[src/rtl/asteroids_dl_pkg.sv]
`default_nettype none
// ============================================================================
// Module     : asteroids_dl_pkg
// Description: Shared state encoding and default ROM region map for the
//              Asteroids ROM download sequencer.
// Revision   : 1.0
// ============================================================================
package asteroids_dl_pkg;

    typedef enum logic [1:0] {
        ST_BOOT   = 2'd0,
        ST_LOAD   = 2'd1,
        ST_SETTLE = 2'd2,
        ST_RUN    = 2'd3
    } dl_state_t;

    localparam logic [15:0] DEF_PROG_BASE  = 16'h0000;
    localparam logic [15:0] DEF_PROG_SIZE  = 16'h2000;
    localparam logic [15:0] DEF_VEC_BASE   = 16'h2000;
    localparam logic [15:0] DEF_VEC_SIZE   = 16'h0800;
    localparam int          DEF_SETTLE_CYC = 64;

endpackage
`default_nettype wire

[src/rtl/rom_load_sequencer_if.sv]
`default_nettype none
// ============================================================================
// Module     : rom_load_sequencer_if
// Description: Download-side ioctl inputs, CPU read address and ROM RAM /
//              status outputs of the ROM load sequencer.
// Revision   : 1.0
// ============================================================================
interface rom_load_sequencer_if;

    logic        dn_download;
    logic        dn_wr;
    logic [15:0] dn_addr;
    logic [7:0]  dn_data;
    logic [15:0] cpu_addr;
    logic [15:0] rom_addr;
    logic [7:0]  rom_din;
    logic        prog_we;
    logic        vec_we;
    logic        cpu_reset_l;
    logic        dl_done;
    logic [7:0]  dl_sum;
    logic        dl_err;

    modport master (
        output dn_download, dn_wr, dn_addr, dn_data, cpu_addr,
        input  rom_addr, rom_din, prog_we, vec_we, cpu_reset_l,
               dl_done, dl_sum, dl_err
    );

    modport slave (
        input  dn_download, dn_wr, dn_addr, dn_data, cpu_addr,
        output rom_addr, rom_din, prog_we, vec_we, cpu_reset_l,
               dl_done, dl_sum, dl_err
    );

endinterface
`default_nettype wire

[src/rtl/dl_region_decode.sv]
`default_nettype none
// ============================================================================
// Module     : dl_region_decode
// Description: Combinational byte-address decode into program ROM, vector
//              ROM or out-of-range.
// Revision   : 1.0
// ============================================================================
module dl_region_decode
    import asteroids_dl_pkg::*;
#(
    parameter logic [15:0] PROG_BASE = DEF_PROG_BASE,
    parameter logic [15:0] PROG_SIZE = DEF_PROG_SIZE,
    parameter logic [15:0] VEC_BASE  = DEF_VEC_BASE,
    parameter logic [15:0] VEC_SIZE  = DEF_VEC_SIZE
) (
    input  logic [15:0] addr,
    output logic        prog_hit,
    output logic        vec_hit,
    output logic        miss
);

    // 17-bit offsets: an address below the base wraps far above any size,
    // and base+size reaching 64K does not overflow.
    logic [16:0] w_prog_off;
    logic [16:0] w_vec_off;
    logic        w_in_prog;
    logic        w_in_vec;

    assign w_prog_off = {1'b0, addr} - {1'b0, PROG_BASE};
    assign w_vec_off  = {1'b0, addr} - {1'b0, VEC_BASE};
    assign w_in_prog  = (w_prog_off < {1'b0, PROG_SIZE});
    assign w_in_vec   = (w_vec_off  < {1'b0, VEC_SIZE});

    assign prog_hit = w_in_prog;
    assign vec_hit  = w_in_vec & ~w_in_prog;
    assign miss     = ~w_in_prog & ~w_in_vec;

endmodule
`default_nettype wire

[src/rtl/rom_load_sequencer.sv]
`default_nettype none
// ============================================================================
// Module     : rom_load_sequencer
// Description: Sequences HPS ROM download into the program / vector ROM RAMs,
//              holds the CPU in reset until a settle window elapses.
// Revision   : 1.0
// ============================================================================
module rom_load_sequencer
    import asteroids_dl_pkg::*;
#(
    parameter logic [15:0] PROG_BASE  = DEF_PROG_BASE,
    parameter logic [15:0] PROG_SIZE  = DEF_PROG_SIZE,
    parameter logic [15:0] VEC_BASE   = DEF_VEC_BASE,
    parameter logic [15:0] VEC_SIZE   = DEF_VEC_SIZE,
    parameter int          SETTLE_CYC = DEF_SETTLE_CYC
) (
    input  wire logic            clk_25,
    input  wire logic            RESET_L,
    rom_load_sequencer_if.slave  bus
);

    localparam int              CW         = $clog2(SETTLE_CYC);
    localparam logic [CW-1:0]   C_CNT_LAST = CW'(SETTLE_CYC - 1);

    dl_state_t     r_state;
    dl_state_t     w_state_nxt;
    logic          w_load_entry;
    logic          w_settle_done;
    logic          w_accept;
    logic          w_prog_hit;
    logic          w_vec_hit;
    logic          w_miss;

    logic          r_pend;
    logic [15:0]   r_addr;
    logic [7:0]    r_din;
    logic          r_prog_we;
    logic          r_vec_we;
    logic          r_cpu_reset_l;
    logic          r_done;
    logic [7:0]    r_sum;
    logic          r_err;
    logic [CW-1:0] r_cnt;

    assign w_accept = bus.dn_download & bus.dn_wr;

    dl_region_decode #(
        .PROG_BASE (PROG_BASE),
        .PROG_SIZE (PROG_SIZE),
        .VEC_BASE  (VEC_BASE),
        .VEC_SIZE  (VEC_SIZE)
    ) u_decode (
        .addr     (bus.dn_addr),
        .prog_hit (w_prog_hit),
        .vec_hit  (w_vec_hit),
        .miss     (w_miss)
    );

    always_ff @(posedge clk_25 or negedge RESET_L) begin
        if (!RESET_L) r_state <= ST_BOOT;
        else          r_state <= w_state_nxt;
    end

    always_comb begin
        w_state_nxt   = r_state;
        w_settle_done = 1'b0;
        case (r_state)
            ST_BOOT:   if (bus.dn_download) w_state_nxt = ST_LOAD;
            ST_LOAD:   if (!bus.dn_download) w_state_nxt = ST_SETTLE;
            ST_SETTLE: begin
                if (bus.dn_download) begin
                    w_state_nxt = ST_LOAD;
                end else if (r_cnt == C_CNT_LAST) begin
                    w_state_nxt   = ST_RUN;
                    w_settle_done = 1'b1;
                end
            end
            ST_RUN:    if (bus.dn_download) w_state_nxt = ST_LOAD;
            default:   w_state_nxt = ST_BOOT;
        endcase
        w_load_entry = (r_state != ST_LOAD) && (w_state_nxt == ST_LOAD);
    end

    // Decoding the incoming address and registering the enables is the same
    // as decoding the captured address one cycle later, with no comb output.
    always_ff @(posedge clk_25 or negedge RESET_L) begin
        if (!RESET_L) begin
            r_pend        <= 1'b0;
            r_addr        <= '0;
            r_din         <= '0;
            r_prog_we     <= 1'b0;
            r_vec_we      <= 1'b0;
            r_cpu_reset_l <= 1'b0;
            r_done        <= 1'b0;
            r_sum         <= '0;
            r_err         <= 1'b0;
            r_cnt         <= '0;
        end else begin
            r_pend        <= w_accept;
            r_prog_we     <= w_accept & w_prog_hit;
            r_vec_we      <= w_accept & w_vec_hit;
            r_cpu_reset_l <= (w_state_nxt == ST_RUN);
            if (w_accept) begin
                r_addr <= bus.dn_addr;
                r_din  <= bus.dn_data;
            end
            if ((r_state == ST_SETTLE) && (w_state_nxt == ST_SETTLE)) r_cnt <= r_cnt + CW'(1);
            else                                                      r_cnt <= '0;
            // A byte arriving on the re-entry edge is the first of the new download.
            if (w_load_entry) begin
                r_done <= 1'b0;
                r_sum  <= (w_accept && !w_miss) ? bus.dn_data : 8'h00;
                r_err  <= w_accept & w_miss;
            end else begin
                if (w_settle_done) r_done <= 1'b1;
                if (w_accept) begin
                    if (w_miss) r_err <= 1'b1;
                    else        r_sum <= r_sum + bus.dn_data;
                end
            end
        end
    end

    assign bus.rom_addr    = ((r_state == ST_LOAD) || r_pend) ? r_addr : bus.cpu_addr;
    assign bus.rom_din     = r_din;
    assign bus.prog_we     = r_prog_we;
    assign bus.vec_we      = r_vec_we;
    assign bus.cpu_reset_l = r_cpu_reset_l;
    assign bus.dl_done     = r_done;
    assign bus.dl_sum      = r_sum;
    assign bus.dl_err      = r_err;

endmodule
`default_nettype wire

[src/flat_wrapper.sv]
// flat-port wrapper written by rule: the top's interface ports become plain ports
module rom_load_sequencer_flat import asteroids_dl_pkg::*;
#(
    parameter logic [15:0] PROG_BASE  = DEF_PROG_BASE,
    parameter logic [15:0] PROG_SIZE  = DEF_PROG_SIZE,
    parameter logic [15:0] VEC_BASE   = DEF_VEC_BASE,
    parameter logic [15:0] VEC_SIZE   = DEF_VEC_SIZE,
    parameter int          SETTLE_CYC = DEF_SETTLE_CYC
)
  (clk_25, RESET_L, bus_dn_download, bus_dn_wr, bus_dn_addr, bus_dn_data, bus_cpu_addr, bus_rom_addr, bus_rom_din, bus_prog_we, bus_vec_we, bus_cpu_reset_l, bus_dl_done, bus_dl_sum, bus_dl_err);
  rom_load_sequencer_if bus_i ();
  input  wire logic clk_25;
  input  wire logic RESET_L;
  input wire logic [$bits(bus_i.dn_download)-1:0] bus_dn_download;
  input wire logic [$bits(bus_i.dn_wr)-1:0] bus_dn_wr;
  input wire logic [$bits(bus_i.dn_addr)-1:0] bus_dn_addr;
  input wire logic [$bits(bus_i.dn_data)-1:0] bus_dn_data;
  input wire logic [$bits(bus_i.cpu_addr)-1:0] bus_cpu_addr;
  output wire logic [$bits(bus_i.rom_addr)-1:0] bus_rom_addr;
  output wire logic [$bits(bus_i.rom_din)-1:0] bus_rom_din;
  output wire logic [$bits(bus_i.prog_we)-1:0] bus_prog_we;
  output wire logic [$bits(bus_i.vec_we)-1:0] bus_vec_we;
  output wire logic [$bits(bus_i.cpu_reset_l)-1:0] bus_cpu_reset_l;
  output wire logic [$bits(bus_i.dl_done)-1:0] bus_dl_done;
  output wire logic [$bits(bus_i.dl_sum)-1:0] bus_dl_sum;
  output wire logic [$bits(bus_i.dl_err)-1:0] bus_dl_err;
  assign bus_i.dn_download = bus_dn_download;
  assign bus_i.dn_wr = bus_dn_wr;
  assign bus_i.dn_addr = bus_dn_addr;
  assign bus_i.dn_data = bus_dn_data;
  assign bus_i.cpu_addr = bus_cpu_addr;
  assign bus_rom_addr = bus_i.rom_addr;
  assign bus_rom_din = bus_i.rom_din;
  assign bus_prog_we = bus_i.prog_we;
  assign bus_vec_we = bus_i.vec_we;
  assign bus_cpu_reset_l = bus_i.cpu_reset_l;
  assign bus_dl_done = bus_i.dl_done;
  assign bus_dl_sum = bus_i.dl_sum;
  assign bus_dl_err = bus_i.dl_err;
  rom_load_sequencer #(.PROG_BASE(PROG_BASE), .PROG_SIZE(PROG_SIZE), .VEC_BASE(VEC_BASE), .VEC_SIZE(VEC_SIZE), .SETTLE_CYC(SETTLE_CYC)) u_core (.clk_25(clk_25), .RESET_L(RESET_L), .bus(bus_i));
endmodule
[config.mk]
export PLATFORM = sky130hd
export DESIGN_NAME = rom_load_sequencer_flat
export DESIGN_NICKNAME = d
export VERILOG_FILES = /design/src/rtl/asteroids_dl_pkg.sv /design/src/rtl/rom_load_sequencer_if.sv /design/src/rtl/dl_region_decode.sv /design/src/rtl/rom_load_sequencer.sv /design/src/flat_wrapper.sv
export SDC_FILE = /design/constraint.sdc
export NUM_CORES = 1
export LEC_CHECK = 0
export CORE_MARGIN = 2
export CORE_UTILIZATION = 60
export DETAILED_ROUTE_END_ITERATION = 12
export DONT_BUFFER_PORTS = 1
export GPL_ROUTABILITY_DRIVEN = 0
export PLACE_DENSITY_LB_ADDON = 0.3
export SYNTH_ARGS = -nofsm -noshare
export SYNTH_HDL_FRONTEND = slang
export SYNTH_HIERARCHICAL = 1
export SYNTH_SLANG_ARGS = --single-unit
[constraint.sdc]
create_clock -name clk_25 -period 3.2 [get_ports clk_25]
set_input_delay 0.16 -clock clk_25 [delete_from_list [all_inputs] [get_ports clk_25]]
set_output_delay 0.16 -clock clk_25 [all_outputs]
set_load 0.03 [all_outputs]
# ---- Word level (Yosys, flattened, before mapping)
# Index checks and enable logic that the tools add are counted.
dict set report totals {
  in_bits 44
  elab_cells 64
  register_bits 46
}
dict set report classes {
  eq_ne 9
  add_sub_neg 3
  reduce_logical 12
  bitwise 8
  muxes 19
  order_cmp 2
}
# op n
set ops {}
lappend ops {{two-way mux 8 bit} 4}
lappend ops {{< comparator 17 x 12 -> 1 bit (second input constant)} 1}
lappend ops {{subtractor 16 x 14 -> 17 bit (second input constant)} 1}
lappend ops {{< comparator 16 x 14 -> 1 bit (second input constant)} 1}
lappend ops {{two-way mux 16 bit} 1}
lappend ops {{adder 8 bit} 1}
lappend ops {{== test 2 bit (second input constant)} 4}
lappend ops {{two-way mux 1 bit} 8}
lappend ops {{two-way mux 2 bit} 4}
lappend ops {{adder 6 x 1 -> 6 bit (second input constant)} 1}
lappend ops {{AND 1 bit} 6}
lappend ops {{== test 6 bit (second input constant)} 1}
lappend ops {{two-way mux 6 bit} 1}
lappend ops {{case mux 2 bit (3 select lines)} 1}
lappend ops {{nonzero test 2 bit} 3}
lappend ops {{== test 2 x 1 -> 1 bit (second input constant)} 2}
lappend ops {{inequality test 2 x 1 -> 1 bit (second input constant)} 2}
lappend ops {{AND reduction 2 bit} 2}
lappend ops {{logical AND 1 bit} 3}
lappend ops {{logical NOT 2 bit} 1}
lappend ops {{inverter 1 bit} 2}
lappend ops {{OR reduction 2 bit} 1}
lappend ops {{logical NOT 1 bit} 1}
lappend ops {{logical OR 1 bit} 1}

# ---- Depth between registers and ports, before layout
# Gate-level depths: netlist of run 1.
dict set report logic_depth {
  depth_word 8
  mapped_depth 10
}

# ---- Hierarchy
# Netlist of run 1, hierarchy kept.
# mod n_inst cells_per_inst seq_area_each_um2 area_per_inst_um2
set by_module_without_submodules {}
lappend by_module_without_submodules {rom_load_sequencer 1 217 1151.1 2489.9}
lappend by_module_without_submodules {dl_region_decode 1 6 0.0 46.3}

# ---- Least setup slack after synthesis of run 1
# OpenSTA, ideal clock, no wires.
dict set report synth_timing {
  path_type {register to register}
  startpoint {register u_core.r_sum[0], in the netlist u_core/bus.dl_sum[0]}
  endpoint {register u_core.r_sum[6], in the netlist u_core/bus.dl_sum[6]}
  n_path_buf 0
  required_time_ps 3118
  setup_time_ps 82
  path_stages_with_launch 9
  slack_ps 1228
  arrival_time_ps 1890
  path_cell_list {dfrtp_1 > ha_1 > inv_1 > fa_1 > nor2b_1 > o31a_1 > mux2i_1 > o21ai_0 > a31oi_1}
}
dict set report synth_between {
  elab_chain_cells 4
}
# element line
set synth_rtl {}
lappend synth_rtl {{from (decl)} rom_load_sequencer.sv:41} ;# logic [7:0] r_sum;
lappend synth_rtl {{from (signal assigned)} rom_load_sequencer.sv:112} ;# r_sum <= (w_accept && !w_miss) ? bus.dn_data : 8'h00;
lappend synth_rtl {{from (signal assigned)} rom_load_sequencer.sv:118} ;# else r_sum <= r_sum + bus.dn_data;
lappend synth_rtl {{adder 8 bit} rom_load_sequencer.sv:118}
lappend synth_rtl {{two-way mux 8 bit} rom_load_sequencer.sv:117} ;# if (w_miss) r_err <= 1'b1;
lappend synth_rtl {{two-way mux 8 bit} rom_load_sequencer.sv:116} ;# if (w_accept) begin
lappend synth_rtl {{two-way mux 8 bit} rom_load_sequencer.sv:110} ;# if (w_load_entry) begin
# Every way passes these cells. The select of a mux whose other input is x is not followed.
# A chain may end at the register's enable or synchronous reset.

# ---- Worst setup path in the final report of run 1
dict set report layout_timing {
  startpoint {register u_core.r_state[1]}
  endpoint {output bus_rom_addr[4]}
}
dict set report layout_between {
  elab_chain_cells 3
}
# element line
set layout_rtl {}
lappend layout_rtl {{from (decl)} rom_load_sequencer.sv:25} ;# dl_state_t r_state;
lappend layout_rtl {{from (signal assigned)} rom_load_sequencer.sv:61} ;# else r_state <= w_state_nxt;
lappend layout_rtl {{== test 2 x 1 -> 1 bit} rom_load_sequencer.sv:124} ;# assign bus.rom_addr = ((r_state == ST_LOAD) || r_pend) ? r_addr : bus.cpu_addr;
lappend layout_rtl {{logical OR 1 bit} rom_load_sequencer.sv:124}
lappend layout_rtl {{two-way mux 16 bit} rom_load_sequencer.sv:124}
lappend layout_rtl {{to (decl)} flat_wrapper.sv:19} ;# output wire logic [$bits(bus_i.rom_addr)-1:0] bus_rom_addr;
# Every way passes these cells.

==> impl_metrics.env, run 1 <==
export IMPL_clk_latency_ns=0.30
export IMPL_firstDrtPassIters=4
export IMPL_ant_nets=0
export IMPL_final_nets=296
export IMPL_critical_path_slowest_cell="nor2_2"
export IMPL_synth_edf_count=0
export IMPL_tns_ns=0
export IMPL_cts_root_buf="clkbuf_8"
export IMPL_syn_inst=223
export IMPL_hp_class="input port to flip-flop"
export IMPL_netlist_area_leader_share_pct=45.4
export IMPL_min_from="bus_dn_addr[3]"
export IMPL_cp_required_ns=3.04
export IMPL_num_vias=1762
export IMPL_ys_flop_type="dfrtp_1"
export IMPL_cts_buffers=5
export IMPL_async_flop_share_pct=100
export IMPL_fmax_ghz=0.397
export IMPL_antenna_cells=0
export IMPL_finalSetupViolCount=0
export IMPL_post_route_cells_drive_above_1_share_pct=24.1
export IMPL_path_clk_slew_ns=0.09
export IMPL_leakage_nw=1.25
export IMPL_grt_antenna_before_repair=0
export IMPL_path_class="flip-flop to primary output"
export IMPL_dr_first_iter_drc_count=132
export IMPL_cap_violations=0
export IMPL_dp_hpwl_microns=3970
export IMPL_io_buffer_count=0
export IMPL_cts_htree_levels=2
export IMPL_worstPathMaxFanout=16
export IMPL_status="finished clean"
export IMPL_post_route_util_pct=70.2
export IMPL_cts_resized=0
export IMPL_pin_count=81
export IMPL_wl_per_cell_microns=19.5
export IMPL_grt_overflow=0
export IMPL_fin_crit_sh_pct=78.6
export IMPL_syn_area_sq_mm=0.00254
export IMPL_slew_viol_final=0
export IMPL_dp_slack_ns=0.998
export IMPL_area_growth_syn_to_layout_pct=11.4
export IMPL_endpoint_kind="primary output"
export IMPL_r2r_start="u_core/bus.dl_sum[0]$_DFFE_PN0P_"
export IMPL_start_util_pct=63.0
export IMPL_worstSetupStartpointType="flip-flop"
export IMPL_final_common_cell="dfrtp_1"
export IMPL_hold_viol_final=0
export IMPL_cp_cell_sequence="inv_1, ha_1, nor2_2, mux2_2"
export IMPL_fin_hold_ws_ns=0.00933
export IMPL_final_cells=291
export IMPL_critPathTopFamily="simple AND/OR/NAND/NOR gates"
export IMPL_power_density_mw_per_mm2=720
export IMPL_final_cell_mix="dfrtp_1 (46), mux2_2 (39), nand2_1 (21)"
export IMPL_grt_pass1_vias=1888
export IMPL_core_area_sq_mm=0.00403
export IMPL_syn_area_per_cell_sq_um=11.4
export IMPL_max_slew_margin_rel_pct=46.5
export IMPL_cts_sinks=46
export IMPL_synth_cell_types=46
export IMPL_yosysSeqAreaShare_pct=45.4
export IMPL_remaining_drc_errors=0
export IMPL_dp_cells=265
export IMPL_finalClockSkew_ns=0.0109
export IMPL_yosys_area_top_type="dfrtp_1"
export IMPL_wl_microns=5690
export IMPL_dieArea_sq_mm=0.00476
export IMPL_setup_slack_ns=0.684
export IMPL_row_count=23
export IMPL_cpPeakStageDelay_ns=0.66
export IMPL_cp_startpoint="u_core/r_state[1]$_DFF_PN0_"
export IMPL_die_w_microns=69.0
export IMPL_yosys_warnings=6
export IMPL_ir_worst_vdd_mv=0.452
export IMPL_finalCriticalPeriod_ns=2.52
export IMPL_synth_nets=279
export IMPL_grt_pass1_wl_microns=9360
export IMPL_die_h_microns=69.0
export IMPL_clockBufferDepth=2
export IMPL_grt_usage_pct=24.9
export IMPL_cts_tree="built"
export IMPL_cp_arrival_ns=2.36
export IMPL_worst_path_buf_inv=1
export IMPL_vias_per_cell=6.05
export IMPL_rsz0062_at_grt="false"
export IMPL_ys_top_cells_by_area="dfrtp_1 (45%), mux2_2 (17%), ha_1 (5.4%)"
export IMPL_worst_pin_slew_ns=0.802
export IMPL_grt_max_degree=47
export IMPL_ys_ff_latch=46
-- kinds of logic (layout without fill, tap and decap cells) --
family | count (synthesis) | in the layout | share of synthesized area [%]
buffers and inverters | 17 | 35 | 3.90
xor gates and xnor gates | 7 | 7 | 2.42
DFF | 46 | 46 | 45.4
adders and majority gates | 12 | 12 | 6.22
muxes | 42 | 42 | 18.5
AOI/OAI and AO/OA | 42 | 42 | 12.5
and+or+nand+nor | 57 | 57 | 11.1
-- per-stage QoR --
| stage | cell area [sq um] | power (mW) |
|---|---|---|
| final | 2830 | 2.04 |
| after global routing | 2830 | 2.16 |
| after CTS | 2720 | 2.03 |
| after detailed placement | 2540 | 1.64 |
| after global placement | 2540 | 1.58 |
| after floorplan | 2540 | 1.53 |
-- path summary, 6_finish.rpt --
kind / depth (start not counted) / end / slack [ns]
min in group asynchronous: 2 / u_core/r_addr[1]$_DFFE_PN0P_ / 0.36
max in group asynchronous: 2 / u_core/r_state[0]$_DFF_PN0_ / 2.63
hold reg to reg: 1 / u_core/r_cnt[0]$_DFF_PN0_ / 0.47
setup / recovery: 4 / bus_rom_addr[4] / 0.68
hold / removal: 1 / u_core/r_addr[3]$_DFFE_PN0P_ / 0.009
setup reg to reg: 8 / u_core/bus.dl_sum[6]$_DFFE_PN0P_ / 0.96
-- registers in the layout (all words and copies together), names as in the netlist --
signal / cells
u_core/bus.dl_sum: 8
u_core/bus.rom_din: 8
u_core/r_addr: 16
u_core/bus.dl_done: 1
u_core/r_state: 2
u_core/bus.vec_we: 1
u_core/bus.prog_we: 1
u_core/bus.dl_err: 1
u_core/r_cnt: 6
u_core/bus.cpu_reset_l: 1
u_core/r_pend: 1
-- synth_stat cells (2+ instances only) --
| master | instances |
|---|---|
| xnor2_1 | 4 |
| o21ai_1 | 3 |
| a211oi_1 | 2 |
| a22o_1 | 6 |
| buf_6 | 3 |
| inv_1 | 8 |
| ha_1 | 11 |
| a21oi_1 | 5 |
| nor2_1 | 16 |
| o21a_1 | 2 |
| buf_2 | 4 |
| dfrtp_1 | 46 |
| xor2_1 | 3 |
| nand2_1 | 21 |
| o211ai_1 | 2 |
| a21o_1 | 4 |
| and3_1 | 2 |
| buf_4 | 2 |
| o21ai_0 | 8 |
| nand3_1 | 3 |
| mux2i_1 | 3 |
| nor2b_1 | 2 |
| and2_1 | 2 |
| mux2_2 | 39 |
-- what timing repair did --
item                      CTS  global route
hold endpoints to repair   52            13
hold buffers                7            11
setup buffers               0             0
-- routing by layer --
metal / share of wire [%] / GRT usage (%)
met2: 51 / 40.6
met4: 2.4 / 12.2
met3: 7.2 / 7.16
met1: 40 / 30.2
met5: 0 / 0
-- power by group --
group          internal [mW]  switching, mW
registers              0.678          0.204
clock network          0.174          0.188
logic                  0.315          0.477
-- worst reg2reg max path, stage by stage, from the launching register on --
cell,delay (ns)
dfrtp_1,0.56
ha_1,0.27
inv_1,0.08
fa_1,0.42
nor2b_1,0.16
o31a_1,0.18
mux2i_1,0.18
o21ai_0,0.10
a31oi_1,0.21
-- layout make-up --
class / instances / area, sq um
multi-input combinational: 160 / 1290
fill: 310 / 1200
sequential: 46 / 1150
timing repair buffer: 19 / 205
clock buffer: 7 / 86.3
tap: 50 / 62.6
inverter: 8 / 30.0
clock inverter: 1 / 5.00
(Power assumes the default switching activity.)
==> run 2: changes to the inputs <==
==> constraint.sdc (replaced) <==
create_clock -name clk_25 -period 2.48 [get_ports clk_25]
set_input_delay 0.124 -clock clk_25 [delete_from_list [all_inputs] [get_ports clk_25]]
set_output_delay 0.124 -clock clk_25 [all_outputs]
set_load 0.03 [all_outputs]
==> run 2 against run 1 <==
Core utilization up 2.9 points; design area up 4.1%; count of clock-buffer cells in the layout unchanged; clock skew down 0.0047 ns; register-to-register slack worse by 0.55 ns; routed wire length down 6.1%; worst setup slack worse by 0.46 ns; critical path depth up 1; die area unchanged; sequential cell count unchanged; non-clock buffer count up 12; combinational power up 30%; largest cell class unchanged; largest power group unchanged; highest routed layer unchanged.
==> impl_metrics.env, run 2 (same netlist as run 1, synthesis figures left out) <==
export IMPL_dp_hpwl_microns=3730
export IMPL_grt_max_degree=47
export IMPL_dieArea_sq_mm=0.00476
export IMPL_dr_first_iter_drc_count=133
export IMPL_reg2reg_to="u_core/bus.dl_sum[6]$_DFFE_PN0P_"
export IMPL_wl_microns=5340
export IMPL_tns_ns=0
export IMPL_internal_power_mw=1.53
export IMPL_finalCriticalPeriod_ns=2.25
export IMPL_worstPathMaxFanout=12
export IMPL_rsz0062_at_grt="false"
export IMPL_hp_class="input port to flip-flop"
export IMPL_ant_nets=0
export IMPL_final_cell_mix="dfrtp_1 (46), mux2_2 (39), dlygate4sd3_1 (27)"
export IMPL_worst_pin_slew_ns=0.626
export IMPL_setup_slack_ns=0.226
export IMPL_io_buffer_count=0
export IMPL_path_class="flip-flop to primary output"
export IMPL_status="finished clean"
export IMPL_final_cells=303
export IMPL_firstDrtPassIters=4
export IMPL_cts_tree="built"
export IMPL_path_clk_slew_ns=0.08
export IMPL_pwr_share_seq_pct=42.8
export IMPL_endpoint_kind="primary output"
export IMPL_dp_slack_ns=0.448
export IMPL_cts_htree_levels=2
export IMPL_regMostFlops="u_core/r_addr"
export IMPL_grt_pass1_wl_microns=9080
export IMPL_worstSetupStartpointType="flip-flop"
export IMPL_power_density_mw_per_mm2=888
export IMPL_grt_pass1_vias=1834
export IMPL_post_route_cells_drive_above_1_share_pct=23.7
export IMPL_cts_root_buf="clkbuf_8"
export IMPL_grt_antenna_before_repair=0
export IMPL_core_area_sq_mm=0.00403
export IMPL_grt_overflow=0
export IMPL_postCtsSetupRepairBufs=0
export IMPL_fmax_ghz=0.444
export IMPL_slew_viol_final=0
export IMPL_hold_depth=2
export IMPL_max_slew_margin_rel_pct=58.2
export IMPL_cts_sinks=46
export IMPL_switching_power_mw=1.09
export IMPL_cp_required_ns=2.36
export IMPL_final_nets=308
export IMPL_cp_startpoint="u_core/r_state[1]$_DFF_PN0_"
export IMPL_dp_cells=267
export IMPL_row_count=23
export IMPL_finalClockSkew_ns=0.00627
export IMPL_remaining_drc_errors=0
export IMPL_antenna_cells=0
export IMPL_start_util_pct=63.0
export IMPL_cap_violations=0
export IMPL_cts_buffers=5
export IMPL_sw_frac_of_total_pct=41.6
export IMPL_vias_per_cell=6.01
export IMPL_largest_reg_flops=16
export IMPL_grt_usage_pct=23.7
export IMPL_final_common_cell="dfrtp_1"
export IMPL_clockBufferDepth=2
export IMPL_hold_viol_final=0
export IMPL_holdBufCountCts=28
export IMPL_area_growth_syn_to_layout_pct=16.0
export IMPL_die_w_microns=69.0
export IMPL_leakage_nw=1.30
export IMPL_num_vias=1821
export IMPL_finalSetupViolCount=0
export IMPL_rr_worst_depth=7
export IMPL_power_combinational_fraction_pct=39.5
export IMPL_die_h_microns=69.0
export IMPL_post_route_util_pct=73.0
export IMPL_fin_total_pwr_mw=2.61
export IMPL_crit_end="bus_rom_addr[6]"
export IMPL_clk_latency_ns=0.29
export IMPL_clockPowerShare_pct=17.6
export IMPL_cts_resized=0
export IMPL_r2r_start="u_core/bus.dl_sum[1]$_DFFE_PN0P_"
export IMPL_r2r_slack_ns=0.41
export IMPL_cp_arrival_ns=2.13
export IMPL_ir_worst_vdd_mv=0.529
export IMPL_pin_count=81
export IMPL_wl_per_cell_microns=17.6
export IMPL_fin_crit_sh_pct=90.9
[run 2: cell count changes in the layout (fill, tap and decap cells not counted), sizes merged]
cell,before,now
buf,2,4
dlygate4sd3,17,27
[run 2: critical path, cell delays in order (launching register included)]
cell,delay [ns]
dfrtp_1,0.48
inv_1,0.09
ha_1,0.29
nor2_2,0.27
buf_4,0.26
mux2_2,0.44
[run 2: worst min path at each step]
stage / endpoint / from / slack [ns]
after floorplan: u_core/bus.cpu_reset_l$_DFF_PN0_ / RESET_L / -0.17
after global placement: u_core/bus.rom_din[4]$_DFFE_PN0P_ / RESET_L / -0.17
after detailed placement: u_core/bus.rom_din[1]$_DFFE_PN0P_ / RESET_L / -0.17
after CTS: u_core/bus.dl_sum[6]$_DFFE_PN0P_ / bus_dn_data[6] / 0.02
after global routing: u_core/r_state[1]$_DFF_PN0_ / bus_dn_download / 0.03
final: u_core/bus.dl_sum[2]$_DFFE_PN0P_ / bus_dn_data[2] / 0.02
[run 2: final cells by class]
| type | instances | area [sq um] |
|---|---|---|
| Multi-Input combinational cell | 160 | 1290 |
| Tap cell | 50 | 62.6 |
| Sequential cell | 46 | 1150 |
| Timing Repair Buffer | 31 | 320 |
| Fill cell | 294 | 1090 |
| Clock inverter | 1 | 5.00 |
| Inverter | 8 | 30.0 |
| Clock buffer | 7 | 86.3 |
[run 2: per-stage QoR]
| step | cell area, sq um | hold WS, ns |
|---|---|---|
| 2_1_floorplan | 2540 | -0.172 |
| 3_3_place_gp | 2550 | -0.171 |
| 3_5_place_dp | 2550 | -0.171 |
| 4_1_cts | 2940 | 0.0179 |
| 5_1_grt | 2940 | 0.0264 |
| 6_report | 2940 | 0.0247 |
[run 2: power by group through the flow]
stage	combinational (mW)	sequential, mW	clock, mW
global route	1.12	1.14	0.515
global placement	0.922	1.13	0
detailed placement	0.964	1.13	0
floorplan	0.858	1.11	0
finish	1.03	1.12	0.461
CTS	1.03	1.12	0.475
[run 2: layer usage]
layer,global-route usage (%),part of all wire (%),vias to the layer above
met5,0,0,-
li1,-,-,851
met3,6.43,7.6,11
met4,7.63,1.6,0
met1,30.8,42,885
met2,38.6,48,74
==> run 3: changes to the inputs <==
--- a/config.mk
+++ b/config.mk
@@ -5,6 +5,7 @@
 export SDC_FILE = /design/constraint.sdc
 export NUM_CORES = 1
 export LEC_CHECK = 0
+export CORE_ASPECT_RATIO = 0.8
 export CORE_MARGIN = 2
 export CORE_UTILIZATION = 60
 export DETAILED_ROUTE_END_ITERATION = 12
==> run 3 against run 2 <==
Total power shrank 0.12%; sequential cell count unchanged; clock power about the same; via count decreased by 3.3%; routed wire length rose by 5.2%; count of clock-buffer cells in the layout is 2 lower; critical endpoint unchanged; largest power group unchanged.
==> impl_metrics.env, run 3 (same netlist as run 1, synthesis figures left out) <==
export IMPL_cp_cell_sequence="inv_1, ha_1, nor2_2, buf_4, mux2_2"
export IMPL_fillers=284
export IMPL_cts_htree_levels=2
export IMPL_hp_class="input port to flip-flop"
export IMPL_fin_crit_sh_pct=86.3
export IMPL_final_cell_mix="dfrtp_1 (46), mux2_2 (39), dlygate4sd3_1 (27)"
export IMPL_start_util_pct=61.5
export IMPL_clockBufferDepth=2
export IMPL_clk_latency_ns=0.30
export IMPL_critPathTopFamily="flip-flops"
export IMPL_reg2reg_to="u_core/bus.dl_sum[3]$_DFFE_PN0P_"
export IMPL_final_nets=308
export IMPL_pin_count=81
export IMPL_grt_usage_pct=25.1
export IMPL_slew_viol_final=0
export IMPL_rr_worst_depth=7
export IMPL_wl_per_cell_microns=18.1
export IMPL_cp_required_ns=2.36
export IMPL_core_area_sq_mm=0.00413
export IMPL_rsz0062_at_grt="false"
export IMPL_wl_microns=5610
export IMPL_regMostFlops="u_core/r_addr"
export IMPL_crit_end="bus_rom_addr[6]"
export IMPL_finalCriticalPeriod_ns=2.14
export IMPL_seqCellArea_sq_mm=0.00115
export IMPL_worstPathMaxFanout=16
export IMPL_grt_pass1_vias=1845
export IMPL_grt_overflow=0
export IMPL_endpoint_kind="primary output"
export IMPL_stdcell_area_sq_mm=0.00295
export IMPL_remaining_drc_errors=0
export IMPL_cap_violations=0
export IMPL_path_clk_slew_ns=0.08
export IMPL_grt_pass1_wl_microns=9360
export IMPL_cts_sinks=46
export IMPL_dp_hpwl_microns=3600
export IMPL_cp_depth=5
export IMPL_multiInputGateArea_sq_mm=0.00129
export IMPL_power_density_mw_per_mm2=885
export IMPL_max_slew_margin_rel_pct=63.0
export IMPL_finalSetupViolCount=0
export IMPL_cts_buffers=5
export IMPL_post_route_cells_drive_above_1_share_pct=24.1
export IMPL_postCtsSetupRepairBufs=0
export IMPL_io_buffer_count=0
export IMPL_cp_arrival_ns=2.02
export IMPL_firstDrtPassIters=4
export IMPL_worstSetupStartpointType="flip-flop"
export IMPL_r2r_slack_ns=0.47
export IMPL_antenna_cells=0
export IMPL_cp_startpoint="u_core/r_state[1]$_DFF_PN0_"
export IMPL_status="finished clean"
export IMPL_dr_first_iter_drc_count=97
export IMPL_ir_worst_vdd_mv=0.512
export IMPL_ant_nets=0
export IMPL_hold_viol_final=0
export IMPL_r2r_start="u_core/r_state[0]$_DFF_PN0_"
export IMPL_cts_root_buf="clkbuf_8"
export IMPL_cts_tree="built"
export IMPL_vias_per_cell=5.68
export IMPL_worst_path_buf_inv=2
export IMPL_finalClockSkew_ns=0.00635
export IMPL_area_growth_syn_to_layout_pct=16.3
export IMPL_path_class="flip-flop to primary output"
export IMPL_largest_reg_flops=16
export IMPL_dieArea_sq_mm=0.00477
export IMPL_fmax_ghz=0.467
export IMPL_final_common_cell="dfrtp_1"
export IMPL_cpPeakStageDelay_ns=0.48
export IMPL_grt_max_degree=47
export IMPL_worst_pin_slew_ns=0.555
export IMPL_grt_antenna_before_repair=0
export IMPL_placed_area_sq_mm=0.00256
export IMPL_num_vias=1760
export IMPL_row_count=21
export IMPL_critical_path_slowest_cell="dfrtp_1"
export IMPL_leakage_nw=1.30
export IMPL_tns_ns=0
export IMPL_die_h_microns=62.2
export IMPL_die_w_microns=76.7
-- run 3: stage by stage --
step                      power [mW]  hold WS (ns)  util (%)  setup slack, ns  cells
after floorplan                 1.97        -0.172         -            0.508    223
after global placement          2.07        -0.171      62.1            0.551    274
after detailed placement        2.09        -0.171      62.1            0.493    274
after CTS                       2.61       0.00695      71.5            0.349    310
after global routing            2.76        0.0159      71.5            0.263    310
final                           2.61        0.0125      71.5            0.339    310
-- run 3: routing by layer --
layer | GRT usage, % | routed length, microns | vias to the layer above
li1 | - | - | 845
met1 | 33.3 | 2530 | 843
met2 | 39.8 | 2560 | 67
met3 | 7.99 | 461 | 5
met4 | 7.50 | 55 | 0
met5 | 0 | 0 | -
-- run 3: timing repair --
item / in CTS / in global routing
endpoints found under the hold margin: 77 / 0
hold buffers: 28 / 0
resized for setup: 0 / 0
-- run 3: layout make-up --
class,instances,area share (%)
Sequential cell,46,39.0
Multi-Input combinational cell,160,43.6
Inverter,8,1.02
Tap cell,57,2.42
Clock inverter,3,0.721
Timing Repair Buffer,31,10.9
Clock buffer,5,2.33
-- run 3: report_power, final --
group	internal, mW	total [mW]	leakage [nW]	switching (mW)
Combinational	0.424	1.02	0.675	0.601
Clock	0.198	0.459	0.0441	0.261
Sequential	0.875	1.13	0.580	0.252
Total	1.50	2.61	1.30	1.11
-- run 3: worst min-delay path by stage --
stage,from,end,slack (ns),depth (start not counted)
after floorplan,RESET_L,u_core/bus.cpu_reset_l$_DFF_PN0_,-0.17,0
after global placement,RESET_L,u_core/bus.rom_din[3]$_DFFE_PN0P_,-0.17,0
after detailed placement,RESET_L,u_core/bus.rom_din[1]$_DFFE_PN0P_,-0.17,0
after CTS,bus_dn_download,u_core/r_state[1]$_DFF_PN0_,0.007,2
after global routing,bus_dn_download,u_core/r_state[1]$_DFF_PN0_,0.02,2
final,bus_dn_download,u_core/r_state[1]$_DFF_PN0_,0.01,2
-- run 3: worst register-to-register path, stage by stage, from the launching register on --
cell and delay [ns]:
dfrtp_1 0.43, inv_1 0.14, ha_1 0.24, and4_4 0.28, a211oi_4 0.07, o21ai_4 0.38, nor2_4 0.11, a22o_1 0.26
